===== config.mk =====
export PLATFORM = sky130hd
export DESIGN_NAME = uart_tx_buffered_flat
export DESIGN_NICKNAME = d
export VERILOG_FILES = /design/src/rtl/uart_tx_buffered_if.sv /design/src/rtl/uart_tx_buffered.sv /design/src/flat_wrapper.sv
export SDC_FILE = /design/constraint.sdc
export NUM_CORES = 1
export LEC_CHECK = 0
export CAP_MARGIN = 20
export CORE_MARGIN = 2
export CORE_UTILIZATION = 30
export CTS_BUF_LIST = sky130_fd_sc_hd__clkbuf_4 sky130_fd_sc_hd__clkbuf_8 sky130_fd_sc_hd__clkbuf_16
export CTS_CLUSTER_SIZE = 40
export DETAILED_ROUTE_END_ITERATION = 8
export PLACE_DENSITY_LB_ADDON = 0.08
export SKIP_CTS_REPAIR_TIMING = 1
export SYNTH_ARGS = -nofsm -noshare
export SYNTH_HDL_FRONTEND = slang
export SYNTH_SLANG_ARGS = --single-unit

===== constraint.sdc =====
create_clock -name clk -period 4.1 [get_ports clk]
set_clock_uncertainty 0.1 [all_clocks]
set_input_delay 0.41 -clock clk [delete_from_list [all_inputs] [get_ports clk]]
set_output_delay 0.41 -clock clk [all_outputs]
set_load 0.01 [all_outputs]

===== src/rtl/uart_tx_buffered_if.sv =====
// Byte handshake between the parallel host logic and the buffered UART transmitter.
interface uart_tx_buffered_if;
    logic [7:0] data;
    logic       valid;
    logic       ready;

    modport master (output data, output valid, input ready);
    modport slave  (input data, input valid, output ready);
endinterface


===== src/rtl/uart_tx_buffered.sv =====
// Buffered 8N1 UART transmitter: byte FIFO in front of a baud-timed serialiser.
module uart_tx_buffered #(
    parameter int unsigned CLK_FREQ   = 50000000,
    parameter int unsigned BAUD       = 9600,
    parameter int unsigned FIFO_DEPTH = 8,
    parameter int unsigned ADDR_W     = 3
) (
    input  logic                clk,
    input  logic                rst,
    uart_tx_buffered_if.slave   bus,
    output logic                tx,
    output logic                busy,
    output logic [ADDR_W:0]     count
);

    localparam int unsigned CLKS_PER_BIT = CLK_FREQ / BAUD;
    localparam int unsigned CNT_W        = (CLKS_PER_BIT > 2) ? $clog2(CLKS_PER_BIT) : 1;
    localparam int unsigned CNT_FW       = ADDR_W + 1;

    typedef enum logic [1:0] {
        IDLE  = 2'd0,
        START = 2'd1,
        DATA  = 2'd2,
        STOP  = 2'd3
    } state_e;

    state_e               state_q, state_d;
    logic [CNT_W-1:0]     baud_q, baud_d;
    logic [2:0]           bit_q, bit_d;
    logic [7:0]           shift_q, shift_d;
    logic                 tx_q, tx_d;
    logic [ADDR_W-1:0]    wptr_q, wptr_d;
    logic [ADDR_W-1:0]    rptr_q, rptr_d;
    logic [ADDR_W:0]      count_q, count_d;
    logic [7:0]           mem_q [FIFO_DEPTH];

    logic                 baud_tick;
    logic                 push;
    logic                 pop;
    logic                 ready_c;

    assign ready_c   = (count_q != CNT_FW'(FIFO_DEPTH));
    assign baud_tick = (baud_q == CNT_W'(CLKS_PER_BIT - 1));
    assign push      = bus.valid && ready_c;
    // A pop only ever starts a frame from idle or straight out of a finished stop bit
    assign pop       = (count_q != '0) &&
                       ((state_q == IDLE) || ((state_q == STOP) && baud_tick));

    assign bus.ready = ready_c;
    assign tx        = tx_q;
    assign count     = count_q;
    assign busy      = (state_q != IDLE) || (count_q != '0);

    // State and datapath registers; reset aborts any frame and empties the queue
    always_ff @(posedge clk or negedge rst) begin
        if (!rst) begin
            state_q <= IDLE;
            baud_q  <= '0;
            bit_q   <= '0;
            shift_q <= '0;
            tx_q    <= 1'b1;
            wptr_q  <= '0;
            rptr_q  <= '0;
            count_q <= '0;
        end else begin
            state_q <= state_d;
            baud_q  <= baud_d;
            bit_q   <= bit_d;
            shift_q <= shift_d;
            tx_q    <= tx_d;
            wptr_q  <= wptr_d;
            rptr_q  <= rptr_d;
            count_q <= count_d;
        end
    end

    // FIFO storage; contents need no reset since pointers define validity
    always_ff @(posedge clk) begin
        if (push) begin
            mem_q[wptr_q] <= bus.data;
        end
    end

    // Next-state logic for the frame sequencer
    always_comb begin
        state_d = state_q;
        case (state_q)
            IDLE:  if (pop) state_d = START;
            START: if (baud_tick) state_d = DATA;
            DATA:  if (baud_tick && (bit_q == 3'd7)) state_d = STOP;
            STOP:  if (baud_tick) state_d = pop ? START : IDLE;
            default: state_d = IDLE;
        endcase
    end

    // Baud counter, bit sequencing, line level and FIFO bookkeeping
    always_comb begin
        baud_d  = baud_q;
        bit_d   = bit_q;
        shift_d = shift_q;
        tx_d    = tx_q;
        wptr_d  = wptr_q;
        rptr_d  = rptr_q;
        count_d = count_q;

        if (state_q == IDLE) begin
            baud_d = '0;
        end else begin
            baud_d = baud_tick ? '0 : baud_q + CNT_W'(1);
        end

        case (state_q)
            IDLE: tx_d = 1'b1;
            START: begin
                if (baud_tick) begin
                    bit_d = 3'd0;
                    tx_d  = shift_q[0];
                end
            end
            DATA: begin
                if (baud_tick) begin
                    if (bit_q == 3'd7) begin
                        tx_d = 1'b1;
                    end else begin
                        bit_d = bit_q + 3'd1;
                        tx_d  = shift_q[3'(bit_q + 3'd1)];
                    end
                end
            end
            STOP: tx_d = 1'b1;
            default: tx_d = 1'b1;
        endcase

        // Loading a new frame overrides whatever the stop bit would have done
        if (pop) begin
            shift_d = mem_q[rptr_q];
            rptr_d  = rptr_q + ADDR_W'(1);
            tx_d    = 1'b0;
            baud_d  = '0;
        end

        if (push) begin
            wptr_d = wptr_q + ADDR_W'(1);
        end

        case ({push, pop})
            2'b10:   count_d = count_q + CNT_FW'(1);
            2'b01:   count_d = count_q - CNT_FW'(1);
            default: count_d = count_q;
        endcase
    end

endmodule


===== src/flat_wrapper.sv =====
// flat-port wrapper written by rule: the top's interface ports become plain ports
module uart_tx_buffered_flat 
#(
    parameter int unsigned CLK_FREQ   = 50000000,
    parameter int unsigned BAUD       = 9600,
    parameter int unsigned FIFO_DEPTH = 8,
    parameter int unsigned ADDR_W     = 3
)
  (clk, rst, tx, busy, count, bus_data, bus_valid, bus_ready);
  uart_tx_buffered_if bus_i ();
  input  logic clk;
  input  logic rst;
  output logic tx;
  output logic busy;
  output logic [ADDR_W:0] count;
  input wire logic [$bits(bus_i.data)-1:0] bus_data;
  input wire logic [$bits(bus_i.valid)-1:0] bus_valid;
  output wire logic [$bits(bus_i.ready)-1:0] bus_ready;
  assign bus_i.data = bus_data;
  assign bus_i.valid = bus_valid;
  assign bus_ready = bus_i.ready;
  uart_tx_buffered #(.CLK_FREQ(CLK_FREQ), .BAUD(BAUD), .FIFO_DEPTH(FIFO_DEPTH), .ADDR_W(ADDR_W)) u_core (.clk(clk), .rst(rst), .bus(bus_i), .tx(tx), .busy(busy), .count(count));
endmodule

* Word-level counts from Yosys, hierarchy flattened *
Memories as Yosys holds them, arrays and structs flattened. A register that Yosys moved wholly into a read port is not among the register bits.
Index checks and enable logic that the tools add are counted.

operators by class
  add/subtract/negate cells = 6
  magnitude comparators = 1
  eq/ne operators = 16
  muxes and demuxes = 23
  reduce and logical (&&, ||, !) cells = 16

operators by type and width
  cell                   number
  $mux 13                3
  $add 13x1->13 const B  1
  $eq 13x13->1 const B   1
  $ne 2x1->1 const B     5
  $add 3x1->3 const B    3
  $mux 3                 3
  $mux 1                 8
  $mux 2                 4
  $pmux 2 s4             1
  $pmux 4 s2             1
  $reduce_and 4->1       2
  $eq 2x2->1 const B     3
  $ne 3x1->1 const B     2
  $pmux 3 s2             1
  $reduce_bool 2->1      3
  $add 4x1->4 const B    1
  $eq 2x1->1 const B     2
  $logic_and 1x1->1      4
  $lt 3x4->1 const B     1
  $ne 4x4->1 const B     1
  $reduce_bool 4->1      1
  $sub 4x1->4 const B    1
  $bmux 1 s3             1
  $eq 3x3->1 const B     1
  7 further kinds        8

storage, ports and cells
  bits in registers = 29
  bits in writable memories = 64
  output and inout bits = 7
  logic and storage cells = 70
  memories = 1

memories
  name          depth  bits a word  rd ports  clocked after memory_dff  write ports  RTL line                source
  u_core.mem_q  8      8            1         1                         1            uart_tx_buffered.sv:35  logic [7:0] mem_q [FIFO_DEPTH];

* Longest topological paths before layout *
Gate-level depths: netlist of run 1.

  word-level depth = 7
  gate-level depth with buffers = 13

* Least setup slack after synthesis of run 1 *
No wires, ideal clock.

  path kind = register to register
  from = register u_core.baud_q[9]
  to = register u_core.count_q[2] (netlist: u_core.count[2])
  arrival = 2627 ps
  slack = 1242 ps
  cell stages (with the launch flop) = 12
  period minus slack after synthesis = 2858 ps
  cells stage by stage = dfrtp_1 or4b_4 o41ai_1 and2_1 buf_4 ha_1 xor2_1 ha_1 a21oi_1 xor2_1 nor2_1 xor2_1

on the way
  cells in the longest elaborated chain, start to end = 6
  elaborated cells between the ends (all ways) = 8

ends and longest elaborated chain
  item                                             RTL line                 source
  from (decl)                                      uart_tx_buffered.sv:28   logic [CNT_W-1:0] baud_q, baud_d;
  from (signal assigned)                           uart_tx_buffered.sv:67   baud_q <= baud_d;
  $eq 13x13->1 *                                   uart_tx_buffered.sv:43   assign baud_tick = (baud_q == CNT_W'(CLKS_PER_BIT - 1));
  $logic_and 1x1->1 *                              uart_tx_buffered.sv:47   ((state_q == IDLE) || ((state_q == STOP) && baud_tick));
  $logic_or 1x1->1 *                               uart_tx_buffered.sv:47
  $logic_and 1x1->1 *                              uart_tx_buffered.sv:46   assign pop = (count_q != '0) &&
  $eq 2x1->1 or $eq 2x2->1 (tied branches)         uart_tx_buffered.sv:146  case ({push, pop})
  $pmux 4 s2 or $reduce_bool 2->1 (tied branches)  -
  to (signal assigned)                             uart_tx_buffered.sv:73   count_q <= count_d;
  to (decl)                                        uart_tx_buffered.sv:34   logic [ADDR_W:0] count_q, count_d;

Mark *: on every way between the ends. The rest lies on a longest branch, timed or not.
A chain may end at the register's enable or synchronous reset.

* Worst setup path after layout of run 1 *
  from = register u_core.baud_q[8]
  to = register u_core.count_q[2] (netlist: u_core.count[2])

Same word-level chain as after synthesis.

==> summary.md, run 1 <==
| Metric | Value |
|---|---|
| Core ar. | `14500 um^2` |
| CP required | `4.23 ns` |
| Post-synth cell types | `48` |
| Most frequent cell after synthesis | `edfxtp_1` |
| Die span in x | `126 um` |
| Setup TNS Final | `0 ns` |
| Slew margin rel. | `25.9%` |
| Sw power | `1180 uW` |
| Avg WL per Cell | `17.4 um` |
| PD cells | `685 nW/um^2` |
| Maximum operating frequency | `335 MHz` |
| Post-Syn Area | `4470 um^2` |
| Clock power share | `25.2%` |
| DP HPWL | `5.71 mm` |
| Num rows | `44` |
| Hold WS | `0.0812 ns` |
| CTS sink cnt | `101` |
| Initial DRC Count | `145` |
| Sequential share of the synthesized area | `63.7%` |
| DIE HEIGHT | `126 um` |
| Static leakage | `0.00187 uW` |
| Yosys warning count | `0` |
| Max Cap Viol | `0` |
| Initial antenna violation count | `0` |
| Share of cells above drive strength 1 | `16.1%` |
| Critical Path Sink Type | `register` |
| Final Max Tran Viols | `0` |
| Avg Cell Area, Syn | `14.6 um^2` |
| Hold Crit Class | `input pin to async pin` |
| Routability congestion estimate from global placement | `0.731` |
| WP data arrival | `3.11 ns` |
| Tot GR Track Use | `12.2%` |
| R2R Setup Slk | `1.11 ns` |
| Post-DRT Antenna Nets | `0` |
| Vias/cell | `4.82` |
| I/O pin cnt | `18` |
| Flops & latches, synth | `101` |
| Placement Cell Area | `4870 um^2` |
| Vias in the first global route | `2547` |
| Clk slew on worst S/H paths | `0.07 ns` |
| Synthesized net count | `332` |
| # port buffers | `17` |
| Total number of vias | `2504` |
| Overflow after GRT | `0` |
| Power Internal | `2370 uW` |
| Sequential share of power | `42.9%` |
| Fin area | `5180 um^2` |
| Worst-path fanout max | `11` |
| Comb pwr share | `31.9%` |
| CTS max path bufs | `2` |
| TritonCTS Buffers | `9` |
| CTS tree | `done` |
| Final net count | `356` |
| Commonest cells post-synth | `64 x edfxtp_1, 36 x dfrtp_1, 22 x a21oi_1, 20 x nor2_1, 17 x nand2_1` |
| Tightest Pin Transition | `1.11 ns` |
| Synth Flop Type | `edfxtp_1` |
| Synth-to-Final Area Change | `16.0%` |
| Root buffer cell | `clkbuf_16` |
| Min Tclk post-route | `2.99 ns` |
| Worst skew pair latency | `0.34 ns` |
| Final Power | `3550 uW` |
| Fin util | `35.7%` |
| Ant diodes | `0` |
| Startpoint Class | `register` |
| Outcome | `completed` |
| Die ar. | `15900 um^2` |
| CP startpoint | `u_core.baud_q[8]$_DFF_PN0_` |
| Worst setup path class | `register to register` |
| EDFF count, synth | `64` |
| Final setup viols | `0` |
| Area contributors post-synth | `edfxtp_1 43%, dfrtp_1 20%, mux4_2 8.1%` |
| Final Hold Fails | `0` |
| Initial Utilization | `30.8%` |
| H-tree depth | `3` |
| Period utilization | `72.8%` |
| DRC Markers | `0` |
| First-pass GRT wire length | `14.6 mm` |
| # fillers | `1442` |
| Unrepaired setup endpoints after global routing | `no` |
| Largest net degree at the start of global routing | `38` |
| Worst vdd ir | `0.000266 V` |
| Detailed Routing Iterations Pass 1 | `4` |
| Sw Share | `33.3%` |
| Final wirelength | `9.06 mm` |
| Area leader, netlist | `edfxtp_1` |
| Post-Syn Instances | `307` |
| Reg2Reg Launch Point | `u_core.baud_q[8]$_DFF_PN0_` |
| Post-synth ARST share | `36.6%` |
| Synth top area share | `43.0%` |
## layout by cell type (no fill, tap or decap), types with 4 or more instances in the layout
cell type        count
edfxtp_1            64
dfrtp_1             36
a21oi_1             22
nor2_1              20
nand2_1             17
mux4_2              16
clkdlybuf4s50_1     16
ha_1                14
mux2i_1             11
nand3_1             10
xnor2_1             10
clkbuf_16            9
buf_4                8
xor2_1               7
o21ai_0              7
inv_1                7
or3_1                4
nor3_1               4
nand2b_1             4
mux2_2               4
## metal layers
metal / wire length [um] / global-route usage (%)
met3: 277 / 3.27
met2: 4470 / 20.1
met5: 0 / 0
met4: 166 / 4.33
met1: 4140 / 15.5
## final timing paths
check                                              end  cells after the start
setup / recovery           u_core.count[2]$_DFFE_PN0P_                     11
hold / removal             u_core.baud_q[10]$_DFF_PN0_                      1
setup reg to reg           u_core.count[2]$_DFFE_PN0P_                     11
hold reg to reg             u_core.baud_q[0]$_DFF_PN0_                      1
max in group asynchronous  u_core.bit_q[0]$_DFFE_PN0P_                      1
min in group clk            u_core.baud_q[0]$_DFF_PN0_                      1
## cell families (layout without fill, tap and decap cells)
family                   Yosys count  count (layout)  synth area share [%]
flip-flops                       101             101                  63.7
AO/OA/AOI/OAI                     43              43                  5.82
buffers and inverters             19              48                  1.96
XOR/XNOR                          17              17                  3.33
adder cells (fa/ha/maj)           14              14                  3.92
AND/OR/NAND/NOR                   82              82                  9.69
multiplexers                      31              31                  11.5
## final cells by class
class                      count  area, um^2  share of cell area (%)
sequential                   101        2850                    55.0
clock inverter                 7        86.3                    1.67
inverter                       7        26.3                   0.507
multi-input combinational    187        1540                    29.7
clock buffer                   9         225                    4.35
timing repair buffer          25         225                    4.35
tap                          184         230                    4.44
## critical path, stage by stage (launching register included)
cell,delay [ns]
dfrtp_1,0.45
or4b_4,0.56
o41ai_2,0.33
buf_4,0.23
and2_1,0.16
ha_1,0.25
xor2_1,0.10
ha_1,0.20
a21oi_1,0.15
xor2_1,0.15
nor2_1,0.06
xor2_1,0.14
## power by group through the flow
stage	Sequential, uW	Combinational [uW]	Clock, uW
final	1520	1130	896
after global routing	1560	1270	966
after CTS	1530	1160	927
after detailed placement	1550	1160	0
after global placement	1550	1170	0
after floorplan	1450	876	0
## flip-flops by register name (all words and copies together) (netlist names)
name and count:
u_core.bit_q 3, u_core.rptr_q 3, u_core.tx 1, u_core.mem_q 64, u_core.shift_q 8, u_core.count 4
u_core.wptr_q 3, u_core.state_q 2, u_core.baud_q 13
## through the flow
stage	setup WS, ns	instances
final	1.11	520
after global routing	0.925	520
after CTS	1.11	520
after detailed placement	1.14	504
after global placement	1.14	504
after floorplan	1.24	307
Note: power is estimated with default switching activity, not from simulation.
==> inputs of run 2 (changes only) <==
Clock period 4.1 ns to 2.9 ns, I/O delays scaled along.
==> summary.md, run 2 (synthesis gave the netlist of run 1 again) <==
| Metric | Value |
|---|---|
| Final setup viols | `0` |
| WP data arrival | `2.88 ns` |
| Initial antenna violation count | `0` |
| Worst setup path class | `register to register` |
| Max Cap Viol | `0` |
| Tightest Pin Transition | `0.952 ns` |
| Routability congestion estimate from global placement | `0.746` |
| Die ar. | `15900 um^2` |
| Hold WS | `-0.0417 ns` |
| Maximum operating frequency | `364 MHz` |
| H-tree depth | `3` |
| TritonCTS Buffers | `9` |
| Core ar. | `14500 um^2` |
| Hold Crit Class | `input pin to async pin` |
| Avg WL per Cell | `17.3 um` |
| Root buffer cell | `clkbuf_16` |
| Worst vdd ir | `0.000350 V` |
| Vias/cell | `4.85` |
| Die span in x | `126 um` |
| Largest register by flop count | `u_core.mem_q` |
| CP required | `3.03 ns` |
| Min Tclk post-route | `2.74 ns` |
| Unrepaired setup endpoints after global routing | `no` |
| Worst skew pair latency | `0.35 ns` |
| Largest regs | `u_core.mem_q (64), u_core.baud_q (13), u_core.shift_q (8)` |
| Share of cells above drive strength 1 | `18.3%` |
| Outcome | `complete, but fails checks` |
| Critical Path Sink Type | `register` |
| Clk slew on worst S/H paths | `0.07 ns` |
| Non-Filler Instances | `529` |
| Synth-to-Final Area Change | `17.9%` |
| CTS sink cnt | `101` |
| Final net count | `365` |
| DRC Markers | `0` |
| Most common cell after layout, fill and taps aside | `edfxtp_1` |
| Vias in the first global route | `2655` |
| Slew margin rel. | `36.3%` |
| Final Hold Fails | `36` |
| Initial Utilization | `30.8%` |
| Met3 GRT Util | `3.36%` |
| Post-DRT Antenna Nets | `0` |
| # port buffers | `17` |
| Detailed Routing Iterations Pass 1 | `4` |
| Num rows | `44` |
| Setup TNS Final | `0 ns` |
| Largest net degree at the start of global routing | `38` |
| Tot GR Track Use | `12.2%` |
| Static leakage | `0.00193 uW` |
| Overflow after GRT | `0` |
| First-pass GRT wire length | `14.7 mm` |
| I/O pin cnt | `18` |
| GR Layer Usage met1 | `15.0%` |
| DIE HEIGHT | `126 um` |
| Startpoint Class | `register` |
| CTS max path bufs | `2` |
| Met2 usage | `20.5%` |
| DP HPWL | `5.90 mm` |
| GRT busiest layer | `met2` |
| Period utilization | `94.6%` |
| Total number of vias | `2568` |
| PD cells | `971 nW/um^2` |
| Final wirelength | `9.15 mm` |
| Final Max Tran Viols | `0` |
| Commonest non-fill, non-tap cells in the layout | `64 x edfxtp_1, 36 x dfrtp_1, 22 x a21oi_1` |
| CTS tree | `done` |
| Ant diodes | `0` |
| Initial DRC Count | `154` |
| # placed instances | `513` |
| Failing checks | `hold timing` |
| Max FFs per register | `64` |
| Worst-path fanout max | `6` |
-- run 2: cell count changes in the layout (fill, tap and decap cells not counted), sizes merged --
cell	change
clkinv	+1
inv	-1
buf	+9
-- run 2: report_power, final --
group	internal [uW]	switching [uW]
combinational	874	876
sequential	1860	238
clock	693	576
-- run 2: worst paths after layout --
check                                           endpoint                       start  cells after the start  slack [ns]
max                          u_core.count[2]$_DFFE_PN0P_  u_core.baud_q[9]$_DFF_PN0_                     10        0.16
min                          u_core.baud_q[11]$_DFF_PN0_                         rst                      1       -0.04
max reg2reg                  u_core.count[2]$_DFFE_PN0P_  u_core.baud_q[9]$_DFF_PN0_                     10        0.16
min reg2reg                   u_core.baud_q[0]$_DFF_PN0_  u_core.baud_q[0]$_DFF_PN0_                      1        0.39
max in group asynchronous  u_core.shift_q[2]$_DFFE_PN0N_                         rst                      1        2.19
min in group clk              u_core.baud_q[0]$_DFF_PN0_  u_core.baud_q[0]$_DFF_PN0_                      1        0.39
-- run 2: metal layers --
metal	vias to the layer above	wire, um
met5	-	0
met4	0	166
li1	1221	-
met1	1313	4240
met2	26	4520
met3	8	223
-- run 2: worst max-delay path, stage by stage (launching register included) --
cell and delay (ns):
dfrtp_1 0.43, or4b_4 0.58, o41ai_4 0.37, and2_1 0.21, ha_1 0.19, xor2_1 0.08, ha_1 0.17, a21oi_1 0.14
xor2_1 0.16, nor2_1 0.06, xor2_1 0.13
-- run 2: metrics by stage --
step / worst slack [ns] / power, uW / cell area (um^2) / hold WS (ns) / util (%)
4_1_cts: 0.0913 / 5210 / 5250 / -0.0151 / 36.1
6_report: 0.155 / 5120 / 5270 / -0.0417 / 36.3
2_1_floorplan: 0.0420 / 3280 / 4470 / -0.106 / -
3_5_place_dp: 0.101 / 3910 / 4940 / 0.364 / 34.0
3_3_place_gp: 0.148 / 3910 / 4940 / 0.363 / 34.0
5_1_grt: 0.000355 / 5470 / 5270 / 0.0217 / 36.3
-- run 2: layout make-up --
class	instances	area [um^2]
multi-input cells	187	1550
repair buffers	34	297
clock buffers	9	225
fillers	1390	9270
clock inverters	7	87.6
flip-flops and latches	101	2850
well taps	184	230
inverters	7	26.3
